### src/rtl/filtre_hakem.sv
// rtl/filtre_hakem.sv - round-robin arbiter/sequencer sharing one external filter between two requesters
module filtre_hakem #(
    parameter int SETTLE_CYC = 2
) (
    input  logic       clk,
    input  logic       rst_n,
    input  logic       req_a,
    input  logic [2:0] code_a,
    input  logic       req_b,
    input  logic [2:0] code_b,
    output logic       gnt_a,
    output logic       gnt_b,
    output logic [2:0] saf_o,
    input  logic [4:0] filtre_i,
    output logic [4:0] sonuc,
    output logic       sonuc_gecerli,
    output logic       sonuc_sahip,
    input  logic       sonuc_al,
    output logic       mesgul
);

    // Settle count as loaded into the 4-bit down counter (legal range 1..15).
    localparam logic [3:0] SETTLE_YUK = 4'(SETTLE_CYC);

    typedef enum logic [1:0] {
        IDLE   = 2'd0,
        SETTLE = 2'd1,
        RESP   = 2'd2
    } durum_t;

    durum_t     durum;
    durum_t     durum_next;
    logic       isaretci;      // tie-break pointer: 0 = A has priority, 1 = B
    logic [3:0] sayac;         // remaining settle cycles
    logic       talep_var;     // at least one requester asserting
    logic       kazanan_b;     // 1 when B wins this arbitration round
    logic       yakala;        // capture edge: last settle cycle

    // Arbitration: a lone requester always wins; on a tie the pointer decides.
    always_comb begin
        talep_var = req_a | req_b;
        kazanan_b = req_b & (~req_a | isaretci);
        yakala    = (durum == SETTLE) && (sayac <= 4'd1);
    end

    // State register.
    always_ff @(posedge clk or negedge rst_n) begin
        if (!rst_n) begin
            durum <= IDLE;
        end else begin
            durum <= durum_next;
        end
    end

    // Next-state logic: grant from IDLE, capture ends SETTLE, ack ends RESP.
    always_comb begin
        durum_next = durum;
        case (durum)
            IDLE: begin
                if (talep_var) begin
                    durum_next = SETTLE;
                end
            end
            SETTLE: begin
                if (yakala) begin
                    durum_next = RESP;
                end
            end
            RESP: begin
                if (sonuc_al) begin
                    durum_next = IDLE;
                end
            end
            default: durum_next = IDLE;
        endcase
    end

    // Datapath: grant pulses, code latch, pointer, settle counter, result capture.
    always_ff @(posedge clk or negedge rst_n) begin
        if (!rst_n) begin
            gnt_a         <= 1'b0;
            gnt_b         <= 1'b0;
            saf_o         <= 3'd0;
            sonuc         <= 5'd0;
            sonuc_gecerli <= 1'b0;
            sonuc_sahip   <= 1'b0;
            isaretci      <= 1'b0;
            sayac         <= 4'd0;
        end else begin
            gnt_a <= 1'b0;
            gnt_b <= 1'b0;
            case (durum)
                IDLE: begin
                    if (talep_var) begin
                        saf_o       <= kazanan_b ? code_b : code_a;
                        sonuc_sahip <= kazanan_b;
                        gnt_a       <= ~kazanan_b;
                        gnt_b       <= kazanan_b;
                        sayac       <= SETTLE_YUK;
                        // Next tie goes to whoever did not just win.
                        isaretci    <= ~kazanan_b;
                    end
                end
                SETTLE: begin
                    sayac <= sayac - 4'd1;
                    if (yakala) begin
                        sonuc         <= filtre_i;
                        sonuc_gecerli <= 1'b1;
                    end
                end
                RESP: begin
                    if (sonuc_al) begin
                        sonuc_gecerli <= 1'b0;
                    end
                end
                default: begin
                    sonuc_gecerli <= 1'b0;
                end
            endcase
        end
    end

    // Busy whenever a transaction is in flight.
    always_comb begin
        mesgul = (durum != IDLE);
    end

endmodule
### config.mk
export PLATFORM = sky130hd
export DESIGN_NAME = filtre_hakem
export DESIGN_NICKNAME = d
export VERILOG_FILES = /design/src/rtl/filtre_hakem.sv
export SDC_FILE = /design/constraint.sdc
export NUM_CORES = 1
export LEC_CHECK = 0
export CAP_MARGIN = 20
export CORE_MARGIN = 2
export CORE_UTILIZATION = 49
export CTS_BUF_LIST = sky130_fd_sc_hd__clkbuf_8
export CTS_CLUSTER_SIZE = 30
export DETAILED_ROUTE_END_ITERATION = 10
export GPL_TIMING_DRIVEN = 1
export PLACE_DENSITY_LB_ADDON = 0.25
export SLEW_MARGIN = 20
export SYNTH_ARGS = -nofsm -noshare
export SYNTH_HDL_FRONTEND = slang
export SYNTH_SLANG_ARGS = --single-unit
### constraint.sdc
create_clock -name clk -period 3.4 [get_ports clk]
set_input_delay 0.51 -clock clk [delete_from_list [all_inputs] [get_ports clk]]
set_output_delay 0.51 -clock clk [all_outputs]
set_load 0.02 [all_outputs]
==> metrics.txt <==
# TYPE chip_impl_metric gauge
chip_impl_metric{name="drt.antenna.violating_nets",unit=""} 0
chip_impl_metric{name="total_number_of_vias",unit=""} 649
chip_impl_info{name="cts_tree",value="done"} 1
chip_impl_metric{name="overall_track_demand_over_capacity_in_global_routing",unit="%"} 18.96
chip_impl_metric{name="critical_path_arrival",unit="ns"} 1.76
chip_impl_metric{name="power.net_switching",unit="µW"} 427.9
chip_impl_metric{name="final_cycle_utilization_of_the_critical_path",unit="%"} 66.65
chip_impl_metric{name="cts.repair_timing.setup_buffer_count",unit=""} 0
chip_impl_info{name="hp-start",value="sonuc_sahip$_DFFE_PN0P_"} 1
chip_impl_metric{name="dr.first_iter.drc_count",unit=""} 6
chip_impl_metric{name="net_count_synth",unit=""} 89
chip_impl_metric{name="floorplan.initialDensity",unit="%"} 53.85
chip_impl_metric{name="max_slew_margin_vs_limit",unit="%"} 43.69
chip_impl_metric{name="fp.dieH",unit="µm"} 45.39
chip_impl_metric{name="setup_viol",unit=""} 0
chip_impl_metric{name="maximum_number_of_pins_on_one_net_before_global_route_repair",unit=""} 20
chip_impl_metric{name="route.final.wire_length",unit="µm"} 1724
chip_impl_info{name="worstSetupStartpoint",value="durum[0]$_DFFE_PN0P_"} 1
chip_impl_metric{name="netSwitchingFraction",unit="%"} 37.93
chip_impl_metric{name="insertedDiodeCount",unit=""} 0
chip_impl_metric{name="detail_route.vias_per_cell",unit=""} 5.500
chip_impl_metric{name="detailed_place.area",unit="µm²"} 1136
chip_impl_metric{name="grt_pass1_wl",unit="µm"} 2856
chip_impl_metric{name="routed_wirelength_normalized_by_instance_count",unit="µm"} 14.61
chip_impl_metric{name="report.power.total",unit="µW"} 1128
chip_impl_metric{name="cts.sink_count",unit=""} 19
chip_impl_info{name="holdCritPathClass",value="reg2reg"} 1
chip_impl_metric{name="synth_edf_count",unit=""} 0
chip_impl_metric{name="seqPwrFrac",unit="%"} 35.8
chip_impl_metric{name="final_setup_skew",unit="ns"} 0.001933
chip_impl_metric{name="die_x",unit="µm"} 45.39
chip_impl_metric{name="powerDensity",unit="nW/µm²"} 954.2
chip_impl_metric{name="achievable-frequency",unit="MHz"} 441.3
chip_impl_metric{name="die_area",unit="µm²"} 2060
chip_impl_info{name="post-synth-top-count-cell",value="dfrtp_1"} 1
chip_impl_metric{name="power_report.internal_total",unit="µW"} 700.3
chip_impl_info{name="rr_startpoint",value="sayac[0]$_DFFE_PN0P_"} 1
chip_impl_metric{name="detailedPlacementHpwl",unit="µm"} 1306
chip_impl_metric{name="cp_data_required_time",unit="ns"} 2.89
chip_impl_metric{name="whs",unit="ns"} 0.4921
chip_impl_metric{name="fin_area",unit="µm²"} 1182
chip_impl_metric{name="max-cap-violations",unit=""} 0
chip_impl_metric{name="finish.utilization",unit="%"} 75.84
chip_impl_info{name="rsz_0062_raised_after_global_routing",value="no"} 1
chip_impl_metric{name="final.fill_count",unit=""} 106
chip_impl_metric{name="route.detailed.drc",unit=""} 0
chip_impl_metric{name="grt_residual_overflow",unit=""} 0
chip_impl_metric{name="syn_area_per_cell",unit="µm²"} 11.82
chip_impl_metric{name="finalHoldViolCount",unit=""} 0
chip_impl_metric{name="yosysSeqAreaShare",unit="%"} 56.63
chip_impl_metric{name="asyncSetResetFlopFracSynth",unit="%"} 100.0
chip_impl_metric{name="row_count",unit=""} 14
chip_impl_metric{name="critPathMaxFanout",unit=""} 8
chip_impl_info{name="worst_setup_end_kind",value="output pin"} 1
chip_impl_metric{name="totalNegativeSetupSlack",unit="ns"} 0
chip_impl_info{name="critPathKind",value="reg2out"} 1
chip_impl_metric{name="number_of_max_slew_violations_in_the_final_report",unit=""} 0
chip_impl_info{name="run_status",value="completed"} 1
chip_impl_metric{name="maximum_buffer_depth_of_the_clock_tree",unit=""} 2
chip_impl_metric{name="clock_power_share",unit="%"} 13.8
chip_impl_metric{name="ioPinCount",unit=""} 29
chip_impl_metric{name="port_bufs",unit=""} 28
chip_impl_metric{name="static-leakage-power",unit="µW"} 0.0005268
chip_impl_metric{name="netlist-cell-type-count",unit=""} 27
chip_impl_metric{name="synth_area",unit="µm²"} 839.6
chip_impl_metric{name="cts_made_buffers",unit=""} 3
chip_impl_metric{name="clkTransAtPathRegs",unit="ns"} 0.07
chip_impl_info{name="synth.cells.most_frequent",value="dfrtp_1 (19), mux2_2 (6), nor2_1 (6)"} 1
chip_impl_metric{name="p_comb_share",unit="%"} 50.4
chip_impl_metric{name="cts.hold.buffers_added",unit=""} 0
chip_impl_metric{name="yosysTopAreaCellShare",unit="%"} 56.63
chip_impl_metric{name="cts.repair.resized",unit=""} 0
chip_impl_metric{name="number_of_cells_produced_by_synthesis",unit=""} 71
chip_impl_info{name="yosys_most_used_dff",value="dfrtp_1"} 1
chip_impl_info{name="synth_largest_area_cell",value="dfrtp_1"} 1
chip_impl_metric{name="antenna_found_initial",unit=""} 0
chip_impl_metric{name="first_global_vias",unit=""} 651
chip_impl_info{name="synth_area_leaders",value="dfrtp_1 (57%), mux2_2 (8.0%), a21oi_1 (3.0%)"} 1
chip_impl_info{name="cp-start-kind",value="register"} 1
chip_impl_metric{name="fraction_of_layout_instances_using_a_drive_strength_above_1",unit="%"} 12.75
chip_impl_metric{name="design.core.area",unit="µm²"} 1559
chip_impl_metric{name="flow.area_growth_from_synthesis",unit="%"} 40.83
chip_impl_metric{name="final_critical_path_time_including_i_o_delays_and_setup",unit="ns"} 2.266
chip_impl_metric{name="cts_max_level",unit=""} 1
chip_impl_metric{name="drtPass1Iterations",unit=""} 3
chip_impl_metric{name="setup.reg_to_reg.worst_slack",unit="ns"} 1.70
chip_impl_metric{name="max-vdd-ir-drop",unit="µV"} 605.0
chip_impl_metric{name="clkLatencyLatePin",unit="ns"} 0.25
chip_impl_metric{name="design.final.nets",unit=""} 121
chip_impl_info{name="cts_root_buf",value="clkbuf_8"} 1
chip_impl_metric{name="tightestPinTransition",unit="ns"} 0.8420
chip_impl_metric{name="yosys_warnings",unit=""} 0
chip_impl_metric{name="flip_flop_and_latch_count_after_synthesis",unit=""} 19
chip_impl_metric{name="gpl.final_weighted_congestion",unit=""} 0.7956
## cells by family after synthesis
| family | share of synthesized area, % |
|---|---|
| AO/OA/AOI/OAI | 14.31 |
| XOR/XNOR | 2.087 |
| adder cells (fa/ha/maj) | 2.980 |
| buffers and inverters | 2.235 |
| flip-flops | 56.63 |
| multiplexers | 8.047 |
| AND/OR/NAND/NOR | 13.71 |
## critical path, stage by stage, from the launching register on
cell             delay, ns
dfrtp_1               0.41
nor2_1                0.41
inv_1                 0.12
clkdlybuf4s50_1       0.56
## cells in the final DEF, fill, tap and decap left out
master,count
a31oi_1,2
inv_1,4
o21a_1,1
and2b_2,1
o21ai_0,3
a22oi_1,1
ha_1,2
nor4b_4,1
a21o_1,2
nor3_1,2
clkinv_2,1
nor2b_1,1
a21oi_1,5
nand3b_1,1
or2_2,1
nand3_1,2
and2_1,1
nand2b_1,1
dfrtp_1,19
a221o_1,1
nor2_1,6
nand2_1,2
clkdlybuf4s50_1,28
a22o_1,1
xor2_1,2
o31ai_1,1
mux2_2,6
o2111a_1,1
clkbuf_8,3
## final cells by class
type	count	area, µm²	area share (%)
clock buffer	3	41.29	3.492
clock inverter	1	5.005	0.4233
inverter	4	15.01	1.270
multi-input combinational	47	345.3	29.21
sequential	19	475.5	40.21
tap	16	20.02	1.693
timing repair buffer	28	280.3	23.70
## metrics by stage
| stage | cells | setup slack, ns |
|---|---|---|
| after floorplan | 71 | 1.872 |
| after global placement | 114 | 1.503 |
| after detailed placement | 114 | 1.445 |
| after CTS | 118 | 1.155 |
| after global routing | 118 | 1.062 |
| final | 118 | 1.134 |
## worst paths after layout
check,end,depth (start not counted)
max,mesgul,3
min,sonuc_sahip$_DFFE_PN0P_,1
max reg2reg,sonuc[4]$_DFFE_PN0P_,5
min reg2reg,sonuc_sahip$_DFFE_PN0P_,1
max in group asynchronous,saf_o[1]$_DFFE_PN0P_,1
min in group asynchronous,gnt_a$_DFF_PN0_,1
## routing by layer
metal / vias to the layer above / track usage [%] / wire length (µm)
met2: 13 / 33.24 / 889
met4: 0 / 5.294 / 10
met5: - / 0 / 0
met3: 2 / 2.778 / 42
met1: 317 / 24.16 / 780
li1: 317 / - / -
## power by group through the flow
stage          clock (µW)  combinational, µW  sequential, µW
2_1_floorplan           0                256             483
3_3_place_gp            0                552             404
3_5_place_dp            0                570             406
4_1_cts               158                574             405
5_1_grt               167                611             417
6_report              156                569             404
## flip-flops by register name (all words and copies together), names as in the netlist
register	cells
durum	2
gnt_a	1
gnt_b	1
isaretci	1
saf_o	3
sayac	4
sonuc	5
sonuc_gecerli	1
sonuc_sahip	1
Note: power is estimated with default switching activity, not from simulation.
==> variant, RTL diff (same flow settings) <==
Encoding of `durum_t`: now one-hot (3 bits for 3 values).
--- a/src/rtl/filtre_hakem.sv
+++ b/src/rtl/filtre_hakem.sv
@@ -24,6 +24,6 @@
 
-    typedef enum logic [1:0] {
-        IDLE   = 2'd0,
-        SETTLE = 2'd1,
-        RESP   = 2'd2
+    typedef enum logic [2:0] {
+        IDLE   = 3'b001,
+        SETTLE = 3'b010,
+        RESP   = 3'b100
     } durum_t;
Formal check against the unedited RTL: no difference found for any inputs over 10 cycles, from zero or initial values and one cycle with rst_n low; not proved beyond that.
==> variant against the unedited design <==
  * Design area rose by 14%
  * Area after synthesis is 17% higher
  * Sequential cell count rose by 1
  * Wire length grew 25%
  * Die area up 15%
  * Cell count grew 21%
  * Non-clock buffer count is the same
  * First-iteration DRC count rose to 4.2 times the old value
  * Count of clock-buffer cells in the layout did not move
  * Clock power is 52% higher
  * Power is 12% higher
  * Setup slack got worse by 170 ps
==> variant: results (changes against the unedited design) <==
status completed; fraction of layout cells with a size suffix above 1 0.147 (+0.0191); reg2reg end sonuc[3]$_DFFE_PN0P_; Via Count 804 (+24%); DR WL met3 89 microns (+110%); CP max stage cell dfstp_2; first-pass GRT wire length 3770 microns (+32%); CTS Buf Count 3 (unchanged); Total Nets Final 135 (+12%); DRT iter0 DRCs 25 (+19); top cells by area in the synthesized netlist dfrtp_1 48%, mux2_2 5.7%, nor3b_4 5.7%; M1 WL 905 microns (+16%); CP arrival 1930 ps (+170 ps); syn nets 104 (+17%); Final Skew 2.79 ps (+0.853 ps); FILL cells 146 (+38%); wire per inst 15.0 microns (+2.9%); RePlAce Congestion 0.804 (+0.99%); post-synthesis sequential area ratio 0.511 (-0.0548); dpl hpwl 1560 microns (+20%); Synth Register Bits 20 (+1); worst vdd ir 0.532 mV (-12%); DR WL met2 1140 microns (+28%); GR Util All Layers 0.205 (+0.0157); vias in the first global route 832 (+28%); largest registers sonuc x5, sayac x4; Longest Clk Path Bufs 2 (unchanged); Pre-Repair DR Iteration Count 4 (+1); largest net degree at the start of global routing 21 (+5.0%); list of most frequent post-synthesis cells 19 x dfrtp_1, 7 x o21ai_0, 5 x mux2_2, 5 x nand2_1; Slew @ Worst Pin 875 ps (+32.7 ps); min Tclk post-route 2440 ps (+171 ps); Leak 0.561 nW (+6.6%); Hold WS 493 ps (+0.566 ps); Max stage delay on crit path 640 ps (+80 ps); worst-path fanout max 10 (+2); DP Worst Slack 1240 ps (-201 ps); Area after DPL 0.00128 sq mm (+13%); Remaining DRCs 0 (unchanged); Cell variety after synth 36 (+33%)
## variant: cell count changes in the layout (fill, tap and decap cells not counted), moves of 3 or more
cell     before  now
nand2_1       2    5
nor2b_1       1    4
nor3b_4       0    3
o21ai_0       3    7
## variant: cell families (layout without fill, tap and decap cells)
group	count (synthesis)	count (layout)	share of synthesized area
mux	5	5	0.0574
flops	20	20	0.511
compound gates	24	24	0.162
xor+xnor	1	1	0.00893
simple gates	27	27	0.199
buf+inv	7	37	0.0357
fa+ha+maj	2	2	0.0255
## variant: how the worst max path moves through the flow
stage / from / endpoint / depth (start not counted)
CTS: durum[0]$_DFFE_PN1P_ / mesgul / 3
global route: durum[0]$_DFFE_PN1P_ / mesgul / 3
floorplan: durum[0]$_DFFE_PN1P_ / saf_o[0]$_DFFE_PN0P_ / 5
detailed placement: durum[0]$_DFFE_PN1P_ / mesgul / 3
finish: durum[0]$_DFFE_PN1P_ / mesgul / 3
global placement: durum[0]$_DFFE_PN1P_ / mesgul / 3
## variant: power by group
group / internal, mW / switching (mW) / leakage, nW / total, mW
combinational: 0.297 / 0.288 / 0.281 / 0.585
sequential: 0.344 / 0.0959 / 0.245 / 0.440
clock: 0.157 / 0.0803 / 0.0357 / 0.237
## variant: per-layer routing
layer | up-vias | track usage
met2 | 20 | 0.358
met3 | 2 | 0.0401
met1 | 411 | 0.253
li1 | 371 | -
met4 | 0 | 0.0714
met5 | - | 0
## variant: final cells by class
| cell class | count | area share |
|---|---|---|
| inverters | 5 | 0.0139 |
| clock inverters | 1 | 0.0222 |
| flip-flops and latches | 20 | 0.372 |
| multi-input cells | 59 | 0.329 |
| well taps | 27 | 0.0250 |
| repair buffers | 28 | 0.208 |
| clock buffers | 3 | 0.0306 |
## variant: per-stage QoR
stage | utilization | std cells
global route | 0.702 | 143
global placement | 0.665 | 139
floorplan | - | 86
finish | 0.702 | 143
detailed placement | 0.665 | 139
CTS | 0.702 | 143
